`src/rtl/reg_bus_pkg.sv`:
```
`default_nettype none
// ============================================================================
// reg_bus_pkg : shared opcodes, register indices and FSM encoding for the
//               three-register shared-bus sequencer.   Rev 1.0
// ============================================================================
package reg_bus_pkg;

    localparam logic [1:0] OP_NOP  = 2'b00;
    localparam logic [1:0] OP_LOAD = 2'b01;
    localparam logic [1:0] OP_MOVE = 2'b10;
    localparam logic [1:0] OP_SWAP = 2'b11;

    localparam logic [1:0] IDX_REG1    = 2'd0;
    localparam logic [1:0] IDX_REG2    = 2'd1;
    localparam logic [1:0] IDX_REG3    = 2'd2;
    localparam logic [1:0] IDX_ILLEGAL = 2'd3;

    localparam logic [1:0] SEL2_IDLE = 2'b11;

    localparam logic [1:0] ST_IDLE = 2'd0;
    localparam logic [1:0] ST_EXEC = 2'd1;
    localparam logic [1:0] ST_ERR  = 2'd2;

    // LOAD only consults dst; MOVE and SWAP consult both indices.
    function automatic logic cmd_is_illegal(input logic [1:0] op,
                                            input logic [1:0] src,
                                            input logic [1:0] dst);
        logic r;
        r = 1'b0;
        case (op)
            OP_LOAD: r = (dst == IDX_ILLEGAL);
            OP_MOVE: r = (src == IDX_ILLEGAL) || (dst == IDX_ILLEGAL);
            OP_SWAP: r = (src == IDX_ILLEGAL) || (dst == IDX_ILLEGAL) || (src == dst);
            default: r = 1'b0;
        endcase
        return r;
    endfunction

    // Returns {ldr_3, ldr_2, ldr_1}.
    function automatic logic [2:0] idx_onehot(input logic [1:0] idx);
        logic [2:0] r;
        case (idx)
            IDX_REG1: r = 3'b001;
            IDX_REG2: r = 3'b010;
            IDX_REG3: r = 3'b100;
            default:  r = 3'b000;
        endcase
        return r;
    endfunction

endpackage
`default_nettype wire

```
`src/rtl/xfer_step_decode.sv`:
```
`default_nettype none
// ============================================================================
// xfer_step_decode : maps (op, src, dst, step) to one datapath control word
//                    plus a last-step flag.   Rev 1.0
// ============================================================================
module xfer_step_decode
    import reg_bus_pkg::*;
(
    input  logic [1:0] i_op,
    input  logic [1:0] i_src,
    input  logic [1:0] i_dst,
    input  logic [1:0] i_step,
    output logic       o_ldr_1,
    output logic       o_ldr_2,
    output logic       o_ldr_3,
    output logic       o_sel_1,
    output logic [1:0] o_sel_2,
    output logic       o_last
);

    logic [1:0] w_tmp;
    logic [2:0] w_ldr;

    // Indices 0+1+2 sum to 3, so the spare register is 3 - src - dst.
    assign w_tmp = IDX_ILLEGAL - i_src - i_dst;

    always_comb begin
        w_ldr   = 3'b000;
        o_sel_1 = 1'b0;
        o_sel_2 = SEL2_IDLE;
        o_last  = 1'b1;
        case (i_op)
            OP_LOAD: begin
                if ((i_dst == IDX_REG1) || (i_step == 2'd0)) begin
                    w_ldr   = 3'b001;
                    o_sel_1 = 1'b1;
                    o_last  = (i_dst == IDX_REG1);
                end else begin
                    o_sel_2 = IDX_REG1;
                    w_ldr   = idx_onehot(i_dst);
                end
            end
            OP_MOVE: begin
                o_sel_2 = i_src;
                w_ldr   = idx_onehot(i_dst);
            end
            OP_SWAP: begin
                case (i_step)
                    2'd0: begin
                        o_sel_2 = i_src;
                        w_ldr   = idx_onehot(w_tmp);
                        o_last  = 1'b0;
                    end
                    2'd1: begin
                        o_sel_2 = i_dst;
                        w_ldr   = idx_onehot(i_src);
                        o_last  = 1'b0;
                    end
                    default: begin
                        o_sel_2 = w_tmp;
                        w_ldr   = idx_onehot(i_dst);
                    end
                endcase
            end
            default: ;
        endcase
    end

    assign {o_ldr_3, o_ldr_2, o_ldr_1} = w_ldr;

endmodule
`default_nettype wire

```
`src/rtl/reg_bus_sequencer.sv`:
```
`default_nettype none
// ============================================================================
// reg_bus_sequencer : accepts register-transfer commands and steps the
//                     data_path load enables / bus selects.   Rev 1.0
// ============================================================================
module reg_bus_sequencer
    import reg_bus_pkg::*;
(
    input  logic       clk,
    input  logic       rst,
    input  logic       cmd_valid,
    output logic       cmd_ready,
    input  logic [1:0] cmd_op,
    input  logic [1:0] cmd_src,
    input  logic [1:0] cmd_dst,
    output logic       ldr_1,
    output logic       ldr_2,
    output logic       ldr_3,
    output logic       sel_1,
    output logic [1:0] sel_2,
    output logic       busy,
    output logic       done,
    output logic       err
);

    logic [1:0] r_state;
    logic [1:0] r_op;
    logic [1:0] r_src;
    logic [1:0] r_dst;
    logic [1:0] r_step;

    logic       w_idle;
    logic       w_illegal;
    logic [1:0] w_op;
    logic [1:0] w_src;
    logic [1:0] w_dst;
    logic [1:0] w_step;
    logic       w_ldr_1;
    logic       w_ldr_2;
    logic       w_ldr_3;
    logic       w_sel_1;
    logic [1:0] w_sel_2;
    logic       w_last;

    assign w_idle    = (r_state == ST_IDLE);
    assign cmd_ready = w_idle;
    assign w_illegal = cmd_is_illegal(cmd_op, cmd_src, cmd_dst);

    // Outputs are registered, so the decoder always looks one step ahead:
    // step 0 of the incoming command in IDLE, the next step while executing.
    assign w_op   = w_idle ? cmd_op  : r_op;
    assign w_src  = w_idle ? cmd_src : r_src;
    assign w_dst  = w_idle ? cmd_dst : r_dst;
    assign w_step = w_idle ? 2'd0    : r_step + 2'd1;

    xfer_step_decode u_decode (
        .i_op    (w_op),
        .i_src   (w_src),
        .i_dst   (w_dst),
        .i_step  (w_step),
        .o_ldr_1 (w_ldr_1),
        .o_ldr_2 (w_ldr_2),
        .o_ldr_3 (w_ldr_3),
        .o_sel_1 (w_sel_1),
        .o_sel_2 (w_sel_2),
        .o_last  (w_last)
    );

    always_ff @(posedge clk) begin
        if (rst) begin
            r_state <= ST_IDLE;
            r_op    <= OP_NOP;
            r_src   <= IDX_REG1;
            r_dst   <= IDX_REG1;
            r_step  <= 2'd0;
            ldr_1   <= 1'b0;
            ldr_2   <= 1'b0;
            ldr_3   <= 1'b0;
            sel_1   <= 1'b0;
            sel_2   <= SEL2_IDLE;
            busy    <= 1'b0;
            done    <= 1'b0;
            err     <= 1'b0;
        end else begin
            err <= 1'b0;
            case (r_state)
                ST_IDLE: begin
                    if (cmd_valid) begin
                        r_op  <= cmd_op;
                        r_src <= cmd_src;
                        r_dst <= cmd_dst;
                        if (w_illegal) begin
                            r_state <= ST_ERR;
                            err     <= 1'b1;
                        end else begin
                            r_state <= ST_EXEC;
                            r_step  <= 2'd0;
                            ldr_1   <= w_ldr_1;
                            ldr_2   <= w_ldr_2;
                            ldr_3   <= w_ldr_3;
                            sel_1   <= w_sel_1;
                            sel_2   <= w_sel_2;
                            busy    <= 1'b1;
                            done    <= w_last;
                        end
                    end
                end
                ST_EXEC: begin
                    // done doubles as the "current step is the last" flag.
                    if (done) begin
                        r_state <= ST_IDLE;
                        ldr_1   <= 1'b0;
                        ldr_2   <= 1'b0;
                        ldr_3   <= 1'b0;
                        sel_1   <= 1'b0;
                        sel_2   <= SEL2_IDLE;
                        busy    <= 1'b0;
                        done    <= 1'b0;
                    end else begin
                        r_step <= w_step;
                        ldr_1  <= w_ldr_1;
                        ldr_2  <= w_ldr_2;
                        ldr_3  <= w_ldr_3;
                        sel_1  <= w_sel_1;
                        sel_2  <= w_sel_2;
                        done   <= w_last;
                    end
                end
                ST_ERR: begin
                    r_state <= ST_IDLE;
                end
                default: begin
                    r_state <= ST_IDLE;
                end
            endcase
        end
    end

endmodule
`default_nettype wire
```
`config.mk`:
```
export PLATFORM = sky130hd
export DESIGN_NAME = reg_bus_sequencer
export DESIGN_NICKNAME = d
export VERILOG_FILES = /design/src/rtl/reg_bus_pkg.sv /design/src/rtl/xfer_step_decode.sv /design/src/rtl/reg_bus_sequencer.sv
export SDC_FILE = /design/constraint.sdc
export NUM_CORES = 1
export LEC_CHECK = 0
export ABC_AREA = 1
export BUFFER_PORTS_ARGS = -buffer_cell sky130_fd_sc_hd__buf_2
export CAP_MARGIN = 10
export CORE_ASPECT_RATIO = 0.7
export CORE_MARGIN = 3
export CORE_UTILIZATION = 43
export DETAILED_ROUTE_END_ITERATION = 7
export HOLD_SLACK_MARGIN = 0.05
export PLACE_DENSITY = 0.7
export SLEW_MARGIN = 15
export SYNTH_ARGS = -nofsm -noshare
export SYNTH_HDL_FRONTEND = slang
export SYNTH_HIERARCHICAL = 1
export SYNTH_SLANG_ARGS = --single-unit
```
`constraint.sdc`:
```
create_clock -name clk -period 2 [get_ports clk]
set_input_delay 0.4 -clock clk [delete_from_list [all_inputs] [get_ports clk]]
set_output_delay 0.4 -clock clk [all_outputs]
set_load 0.05 [all_outputs]
```
After elaboration in Yosys (flattened, before gate mapping)
Cells that the tools add are included.
Widths: inputs -> output; s select.
{ "totals": {"regBits": 19, "in_bits": 9} }
{ "op_classes": {"mux": 56, "reduce_logical": 16, "addsub": 3, "n_eq_ne": 21, "n_bitwise": 2} }
{ "ops": {"columns": ["operator", "count"], "rows": [
  ["$pmux 3 s3", 4],
  ["$mux 2", 14],
  ["$mux 1", 23],
  ["$eq 2x2->1 const B", 9],
  ["$pmux 2 s2", 4],
  ["$eq 2x1->1 const B", 7],
  ["$pmux 1 s2", 7],
  ["$logic_not 2->1", 5],
  ["$ne 2x2->1 const B", 4],
  ["$reduce_and 4->1", 2],
  ["$pmux 2 s3", 1],
  ["$pmux 3 s2", 1],
  ["$reduce_and 2->1", 2],
  ["$logic_or 1x1->1", 3],
  ["$mux 3", 1],
  ["$pmux 1 s3", 1],
  ["$reduce_and 3->1", 1],
  ["$reduce_or 3->1", 1],
  ["$add 2x1->2 const B", 1],
  ["$eq 2x2->1", 1],
  ["$not 1->1", 2],
  ["$reduce_bool 2->1", 1],
  ["$reduce_or 2->1", 1],
  ["$sub 2x2->2", 1],
  ["$sub 2x2->2 const A", 1]
]} }

Depth between registers and ports, before layout
Gate-level depths: netlist (run 1).
{ "depth": {"ltp_word": 11, "depth_mapped": 15, "mapped_depth_nobuf": 15} }

Hierarchy
The synthesis (run 1) kept the hierarchy.
{ "modules_own_cells": {"columns": ["module", "area_per_inst_um2", "cells_each", "n_inst", "seq_area_each_um2"], "rows": [
  ["reg_bus_sequencer", 920.9, 134, 1, 380.4],
  ["xfer_step_decode", 349.1, 70, 1, 0.0]
]} }

Worst setup path after synthesis (run 1)
OpenSTA, ideal clock, no wires.
{ "synth_timing": {"path_type": "register to register", "start": "register r_state[0]", "end": "register ldr_1", "path_buffers": 1, "synth_period_minus_slack_ns": 2.289, "slack_ns": -0.289, "arrival_time_ns": 2.174, "stages_incl_launch_ff": 15, "path_cell_list": "dfxtp_1 -> nor2_4 -> inv_1 -> clkbuf_1 -> o21ai_0 -> ha_1 -> inv_1 -> nand2_2 -> nand2_1 -> nand2_1 -> nand2_1 -> nand2_1 -> nand2_1 -> a21oi_1 -> nor2_1"} }
{ "synth_via": {"word_cells_on_any_way": 37, "cone_classes": "2 x add/sub; 13 x eq/ne; 14 x mux; 8 x reduce/logical"} }
{ "synth_lines": {"columns": ["element", "line", "source"], "rows": [
  ["start: declaration", "reg_bus_sequencer.sv:26", "logic [1:0] r_state;"],
  ["start signal: assignment", "reg_bus_sequencer.sv:71", "r_state <= ST_IDLE;"],
  ["start signal: assignment", "reg_bus_sequencer.sv:93", "r_state <= ST_ERR;"],
  ["start signal: assignment", "reg_bus_sequencer.sv:96", "r_state <= ST_EXEC;"],
  ["$logic_not 2->1 (*)", "reg_bus_sequencer.sv:45", "assign w_idle = (r_state == ST_IDLE);"],
  ["net cmd_ready", "reg_bus_sequencer.sv:12", "output logic cmd_ready,"],
  ["$mux 2 (*)", "reg_bus_sequencer.sv:53", "assign w_dst = w_idle ? cmd_dst : r_dst;"],
  ["net w_dst[0]", "reg_bus_sequencer.sv:36", "logic [1:0] w_dst;"],
  ["$sub 2x2->2", "xfer_step_decode.sv:25", "assign w_tmp = IDX_ILLEGAL - i_src - i_dst;"],
  ["$eq 2x2->1, or another cell as far along", "reg_bus_pkg.sv:42", "case (idx)"],
  ["$pmux 3 s3", "reg_bus_pkg.sv:42", null],
  ["$pmux 3 s2", "xfer_step_decode.sv:48", "case (i_step)"],
  ["$pmux 3 s3 (*)", "xfer_step_decode.sv:32", "case (i_op)"],
  ["net w_ldr_1", "reg_bus_sequencer.sv:38", "logic w_ldr_1;"],
  ["$mux 1", "reg_bus_sequencer.sv:92", "if (w_illegal) begin"],
  ["$mux 1", "reg_bus_sequencer.sv:88", "if (cmd_valid) begin"],
  ["$pmux 1 s2 (*)", "reg_bus_sequencer.sv:86", "case (r_state)"],
  ["end signal: assignment", "reg_bus_sequencer.sv:98", "ldr_1 <= w_ldr_1;"],
  ["end signal: assignment", "reg_bus_sequencer.sv:121", "ldr_1 <= w_ldr_1;"],
  ["end: declaration", "reg_bus_sequencer.sv:16", "output logic ldr_1,"]
]} }
The timed path passes the listed nets; every way through them passes the cells marked *. The select of a mux whose other input is x is not followed.
A chain may end at the register's enable or synchronous reset.

Final worst setup path (run 1)
{ "layout_timing": {"start": "register r_state[1]", "end": "register ldr_3"} }
{ "layout_via": {"elab_chain_cells": 11, "word_cells_on_any_way": 37, "cone_classes": "2 x add/sub; 13 x eq/ne; 14 x mux; 8 x reduce/logical"} }
{ "layout_lines": {"columns": ["element", "line", "source"], "rows": [
  ["$logic_not 2->1 (*)", "reg_bus_sequencer.sv:45", null],
  ["$mux 2 (*)", "reg_bus_sequencer.sv:52", "assign w_src = w_idle ? cmd_src : r_src;"],
  ["net w_src[0]", "reg_bus_sequencer.sv:35", "logic [1:0] w_src;"],
  ["$sub 2x2->2 (2 in a row)", "xfer_step_decode.sv:25", null],
  ["$eq 2x2->1, or another cell as far along", "reg_bus_pkg.sv:42", null],
  ["$pmux 3 s3", "reg_bus_pkg.sv:42", null],
  ["$pmux 3 s2 (*)", "xfer_step_decode.sv:48", null],
  ["$pmux 3 s3 (*)", "xfer_step_decode.sv:32", null],
  ["net w_ldr_3", "reg_bus_sequencer.sv:40", "logic w_ldr_3;"],
  ["$mux 1", "reg_bus_sequencer.sv:92", null],
  ["$mux 1", "reg_bus_sequencer.sv:88", null],
  ["$pmux 1 s2 (*)", "reg_bus_sequencer.sv:86", null],
  ["end signal: assignment", "reg_bus_sequencer.sv:100", "ldr_3 <= w_ldr_3;"],
  ["end signal: assignment", "reg_bus_sequencer.sv:123", "ldr_3 <= w_ldr_3;"],
  ["end: declaration", "reg_bus_sequencer.sv:18", "output logic ldr_3,"]
]} }
Marked as above.

==> run metrics, run 1 <==
outcome finished, final reports clean; maximum fanout along the worst path 12; initial antenna violation count 0; post-route worst hold slack 0.3060 ns; violation count after the first detailed-route iteration 83; pin count of the biggest net entering global routing 17; critical path data arrival time 1.95 ns; met1 track demand over resource 25.12%; clock edge transition at the registers on the reported setup and hold paths 0.07 ns; WL final 2.846 mm; Post-DP HPWL 2.295 mm; final cell count without fillers 259; y dimension of the die 51.47 um; top-level I/O count 19; post-layout min period 1.754 ns; Tcrit/Tclk final 87.69%; critical path's slowest cell sky130_fd_sc_hd__dfxtp_1; Multi-input gate area 779.5 um^2; unrepaired setup endpoints after global routing false; vias in the first global route 1173; Skew-Pair Late Insertion Delay 0.26 ns; number of failing hold endpoints at the final stage 0; global placement routability congestion 0.9156; transition time of the tightest slew-check pin 0.2933 ns; antenna cell count 0; wire length of the first global-routing pass 5.140 mm; kind of launch point of the worst setup path register; layout overhead on the synthesized area 17.54%; most frequent cells in the layout sky130_fd_sc_hd__nand2_1, sky130_fd_sc_hd__nand3_1, sky130_fd_sc_hd__inv_1; chain of cells forming the critical path nor2_4 -> inv_4 -> nand2_1 -> o21ai_4 -> ha_1 -> inv_1 -> nand2_2 -> nand3_1 -> nand2_1 -> nand2_1 -> a21oi_2 -> a21oi_1 -> nor2_1; CTS HTree Levels 1; root buffer cell sky130_fd_sc_hd__clkbuf_8; number of placement rows 15; total global routing track utilization 17.35%; Core Util, Final 56.81%; Total Negative Setup Slacks 0 ns; number of warning messages in the yosys log 6; category of the most critical setup path register to register; Min-Delay Path Class input pin to register; global routing met3 resource utilization 4.519%; initial standard-cell utilization of the core 48.33%; total via count after detailed routing 1295; total count of max-transition violations in the final report 0; Max-Cap Viols 0; average cell area after synthesis 6.225 um^2; fraction of final layout cells with drive strength greater than 1 26.22%; Pwr Total 0.001275 W; CTS tree yes; standby leakage power 0.7181 nW; width of the die 70.96 um; total clock buffers created by CTS 3; clock tree sinks 19; number of buffers between clock root and the deepest sink 2; core area 2628 um^2; endpoint class of the critical path register; number of setup violations in the final report 0; final worst clock skew 0.002991 ns; Layout fillers 284; Max transition margin 80.32%; gr ovfl total 0; Most Frequent Cell on Critical Path sky130_fd_sc_hd__nand2_1; most common cell after layout, fill and taps aside sky130_fd_sc_hd__nand2_1; Post-Synthesis Net Count 214; Via-to-Cell Ratio 5.000; number of distinct library cell variants in the gate-level netlist after synthesis 25; proportion of synthesized chip area in sequential cells 29.95%; synthesized instance count 204; met2 routing resource usage after global routing 26.15%; mean routed wirelength per cell 10.99 um; instance count after placement with tap cells included 254; synthesized area 1270 um^2; flop and latch count out of synthesis 19; Pre-Repair DR Iteration Count 4; Crit path largest cell delay 0.40 ns; grt peak-use layer met2; Req. time, crit path 2.20 ns; FF/Latch Area 380.4 um^2; cell area power density 854.1 nW/um^2; ANT nets after route 0; Achievable Freq 570.2 MHz; peak ir drop on the vdd network 487.6 uV; remaining routing DRC violations 0; number of input and output port buffers inserted 18; full die area 3652 um^2; layout net count 236
==> layout make-up <==
type                    instances  share of cell area (%)
multi-input cells             147                   52.22
flip-flops and latches         19                   25.48
inverters                      35                   9.304
repair buffers                 20                   7.041
well taps                      34                   2.850
clock buffers                   3                   2.766
clock inverters                 1                  0.3353
==> worst max-delay path, delay by kind of cell (launching register included) <==
family / cells / cell delay (ns)
compound gates: 3 / 0.29
fa+ha+maj: 1 / 0.21
buf+inv: 2 / 0.22
simple gates: 7 / 0.56
flops: 1 / 0.40
==> worst paths after layout <==
kind | slack, ns | depth (start not counted) | from | endpoint
worst max-delay path | 0.25 | 13 | r_state[1] | ldr_3
worst max register to register | 0.25 | 13 | r_state[1] | ldr_3
worst min register to register | 0.45 | 2 | busy | busy
worst min-delay path | 0.31 | 2 | rst | r_state[0]
==> report_power, final <==
part	total, W	switching, W	internal (W)
registers	0.000450	0.0000273	0.000423
clock network	0.000273	0.000134	0.000139
logic	0.000552	0.000385	0.000168
total	0.00127	0.000546	0.000729
==> cell families after synthesis <==
kind of cell,synth area share [%]
compound gates,17.54
xor+xnor,0.6898
fa+ha+maj,0.9851
buf+inv,12.51
flops,29.95
simple gates,38.33
==> flip-flops by register name, summed over array words and instances (netlist names) <==
signal and flops:
r_src 2, done 1, r_op 2, err 1, ldr_2 1, ldr_1 1
ldr_3 1, r_step 2, r_dst 2, r_state 2, sel_1 1, busy 1
sel_2 2
==> timing repair <==
| action | 4_1_cts | 5_1_grt |
|---|---|---|
| hold buffers | 0 | 0 |
| buffers inserted | 0 | 1 |
| setup endpoints to repair | 0 | 6 |
| resized for setup | 0 | 7 |
==> stage by stage <==
| step | area [um^2] | setup slack [ns] |
|---|---|---|
| 5_1_grt | 1493 | 0.06664 |
| 4_1_cts | 1456 | 0.1342 |
| 6_report | 1493 | 0.2462 |
| 3_3_place_gp | 1410 | 0.1952 |
| 2_1_floorplan | 1303 | 0.02334 |
| 3_5_place_dp | 1410 | 0.1517 |
==> Yosys cell counts, drive strengths merged <==
cell type,number,area share [%]
nand2,59,20
inv,33,9.8
nand3,24,9.5
nor2,24,8.5
dfxtp,19,30
o21ai,19,8.1
a21oi,14,6.4
a211oi,2,1.2
buf,2,1.5
clkinv,2,0.99
a31oi,1,0.49
clkbuf,1,0.30
ha,1,0.99
o221ai,1,0.69
o32ai,1,0.69
xnor2,1,0.69
==> layer usage <==
| layer | vias to the layer above | part of all wire, % | routed length, um |
|---|---|---|---|
| met1 | 575 | 54 | 1524 |
| met2 | 27 | 42 | 1188 |
| li1 | 690 | - | - |
| met4 | 0 | 0.49 | 14 |
| met5 | - | 0 | 0 |
| met3 | 3 | 4.1 | 118 |
No activity file was read; power rests on OpenSTA's default activity.
==> inputs of run 2 (changes only) <==
--- a/config.mk
+++ b/config.mk
@@ -5,7 +5,6 @@
 export SDC_FILE = /design/constraint.sdc
 export NUM_CORES = 1
 export LEC_CHECK = 0
-export ABC_AREA = 1
 export BUFFER_PORTS_ARGS = -buffer_cell sky130_fd_sc_hd__buf_2
 export CAP_MARGIN = 10
 export CORE_ASPECT_RATIO = 0.7
==> run 2 against run 1 <==
  * The run now ends with setup timing left
  * Clock power rose by 1%
  * Non-clock buffer count rose by 21
  * Register-to-register slack got worse by 0.53 ns
  * Maximum frequency fell by 23%
  * Cell area rose by 10%
  * Core utilization rose by 5.8 points
  * Die area barely moved
  * Global-route usage rose by 3.3 points
  * Count of clock-buffer cells in the layout did not move
  * First-iteration DRC count rose by 28%
  * Synthesized area barely moved
  * Largest cell class unchanged
  * Largest power group unchanged
  * Highest routed layer unchanged
==> run metrics, run 2 <==
number of cells on the worst hold path 3; root buffer cell sky130_fd_sc_hd__clkbuf_8; y dimension of the die 51.49 um; Hold-fix buffers, CTS 0; number of input and output port buffers inserted 18; synthesized area 1271 um^2; width of the die 70.99 um; antenna cell count 0; total clock buffers created by CTS 3; number of distinct library cell variants in the gate-level netlist after synthesis 45; synthesized instance count 166; Req. time, crit path 2.20 ns; clock tree sinks 19; post-layout min period 2.288 ns; area share of the largest cell type after synthesis 29.92%; Total Negative Setup Slacks -0.8188 ns; clock edge transition at the registers on the reported setup and hold paths 0.08 ns; most used flip-flop cell after synthesis sky130_fd_sc_hd__dfxtp_1; Max transition margin 74.33%; EDFF count, synth 0; remaining routing DRC violations 0; critical path data arrival time 2.49 ns; launch point of the worst hold path cmd_op[1]; Tcrit/Tclk final 114.4%; switching share of power 40.42%; wire length of the first global-routing pass 6.051 mm; critical path's slowest cell sky130_fd_sc_hd__dfxtp_2; part of the total power dissipated in sequential elements 31.6%; combinational share of power 48.6%; Post-DP HPWL 2.839 mm; total count of max-transition violations in the final report 0; category of the most critical setup path register to register; worst-case register-to-register setup slack -0.29 ns; top post-synthesis cells by area sky130_fd_sc_hd__dfxtp_1, sky130_fd_sc_hd__nand2_1, sky130_fd_sc_hd__a21oi_1; startpoint of the worst register-to-register path r_state[1]; vias in the first global route 1317; Via-to-Cell Ratio 5.932; Post-Synthesis Net Count 176; Achievable Freq 437.1 MHz; cell area power density 854.0 nW/um^2; Crit path largest cell delay 0.34 ns; most common cell in the synthesized netlist sky130_fd_sc_hd__nand2_1; kind of launch point of the worst setup path register; Min-Delay Path Class input pin to register; top-level I/O count 19; Pint 0.0008365 W; flop and latch count out of synthesis 19; global placement routability congestion 0.9492; mean routed wirelength per cell 15.39 um; total via count after detailed routing 1406; largest area contributor in the synthesized netlist sky130_fd_sc_hd__dfxtp_1; Worst Slack Setup Final -0.2876 ns; outcome complete, but fails checks; core area 2628 um^2; worst reg2reg endpoint ldr_3; number of setup violations in the final report 5; layout net count 214; most frequent cells in the layout sky130_fd_sc_hd__nand2_1, sky130_fd_sc_hd__buf_4, sky130_fd_sc_hd__buf_2; fraction of final layout cells with drive strength greater than 1 34.48%; post-route worst hold slack 0.4089 ns; number of placement rows 15; initial standard-cell utilization of the core 48.38%; final worst clock skew 0.005550 ns; total global routing track utilization 20.64%; pin count of the biggest net entering global routing 13; standby leakage power 0.6748 nW; full die area 3655 um^2; CTS HTree Levels 1; Skew-Pair Late Insertion Delay 0.26 ns; fraction of registers with async set/reset 0%; maximum fanout along the worst path 5; WL final 3.647 mm; sink of the worst hold path r_op[1]; most common cell after layout, fill and taps aside sky130_fd_sc_hd__nand2_1; number of failing hold endpoints at the final stage 0; part of the total power dissipated in the clock network 19.7%; violations in the final reports setup timing; number of buffers between clock root and the deepest sink 2; initial antenna violation count 0; peak ir drop on the vdd network 400.1 uV; violation count after the first detailed-route iteration 106; average cell area after synthesis 7.658 um^2; endpoint class of the critical path register; number of warning messages in the yosys log 6; Pre-Repair DR Iteration Count 4; CTS tree yes; proportion of synthesized chip area in sequential cells 29.92%; most numerous cell types in the synthesized netlist sky130_fd_sc_hd__nand2_1, sky130_fd_sc_hd__dfxtp_1, sky130_fd_sc_hd__a21oi_1; layout overhead on the synthesized area 29.33%; switching power 0.0005676 W; ANT nets after route 0; gr ovfl total 0; unrepaired setup endpoints after global routing true; worst slack at placement -0.3540 ns; Worst Reg-to-Reg Cells 9; transition time of the tightest slew-check pin 0.3837 ns; Max-Cap Viols 0; chain of cells forming the critical path nor2_4 -> mux2_4 -> ha_4 -> xnor3_2 -> nand2_1 -> a221o_1 -> a221oi_2 -> nand3_1 -> a21boi_2
## run 2: worst max path at each step
stage / to / slack (ns) / depth (start not counted) / start
global placement: ldr_3 / -0.23 / 9 / r_state[1]
CTS: ldr_3 / -0.28 / 9 / r_state[1]
detailed placement: ldr_3 / -0.35 / 9 / r_state[1]
finish: ldr_3 / -0.29 / 9 / r_state[1]
global route: ldr_2 / -0.37 / 9 / r_state[1]
floorplan: ldr_3 / -0.31 / 10 / r_state[1]
## run 2: cell type report
cell class / instances / area (um^2)
Clock buffer: 3 / 41.29
Clock inverter: 1 / 5.005
Fill cell: 242 / 983.4
Inverter: 4 / 15.01
Multi-Input combinational cell: 135 / 890.9
Sequential cell: 19 / 382.9
Tap cell: 34 / 42.54
Timing Repair Buffer: 41 / 266.5
## run 2: critical path, delay by kind of cell, from the launching register on
kind | cells | cell delay [ns]
simple gates | 3 | 0.37
xor+xnor | 1 | 0.33
fa+ha+maj | 1 | 0.17
compound gates | 3 | 0.68
flops | 1 | 0.34
mux | 1 | 0.34
## run 2: logic make-up (layout without fill, tap and decap cells)
logic type / Yosys count / after routing / synth area share [%]
AND/OR/NAND/NOR: 70 / 70 / 26.97
flip-flops: 19 / 19 / 29.92
AO/OA/AOI/OAI: 55 / 55 / 29.53
adder cells (fa/ha/maj): 1 / 1 / 0.9841
multiplexers: 6 / 6 / 5.315
buffers and inverters: 12 / 49 / 4.035
XOR/XNOR: 3 / 3 / 3.248
## run 2: power groups by stage
stage	sequential (W)	combinational (W)	clock [W]
2_1_floorplan	0.000531	0.000366	0
3_3_place_gp	0.000450	0.000623	0
3_5_place_dp	0.000452	0.000640	0
4_1_cts	0.000444	0.000648	0.000280
5_1_grt	0.000448	0.000734	0.000295
6_report	0.000444	0.000683	0.000277
## run 2: timing repair
item	CTS	global route
gates resized for setup	3	6
cloned	0	0
buffers inserted	1	1
pin swaps	4	1
setup endpoints to repair	5	6
## run 2: stage by stage
step	cells	utilization [%]	power [W]	area, um^2
floorplan	166	-	0.0008970	1303
global placement	231	59.00	0.001073	1550
detailed placement	231	59.00	0.001091	1550
CTS	236	61.38	0.001372	1613
global route	237	62.57	0.001478	1644
finish	237	62.57	0.001404	1644
## run 2: per-layer routing
metal | up-vias | share of wire [%] | track usage (%) | routed length, um
met2 | 58 | 45 | 33.38 | 1652
li1 | 680 | - | - | -
met4 | 0 | 1.3 | 5.000 | 48
met1 | 662 | 46 | 27.98 | 1685
met5 | - | 0 | 0 | 0
met3 | 6 | 7.2 | 4.826 | 261
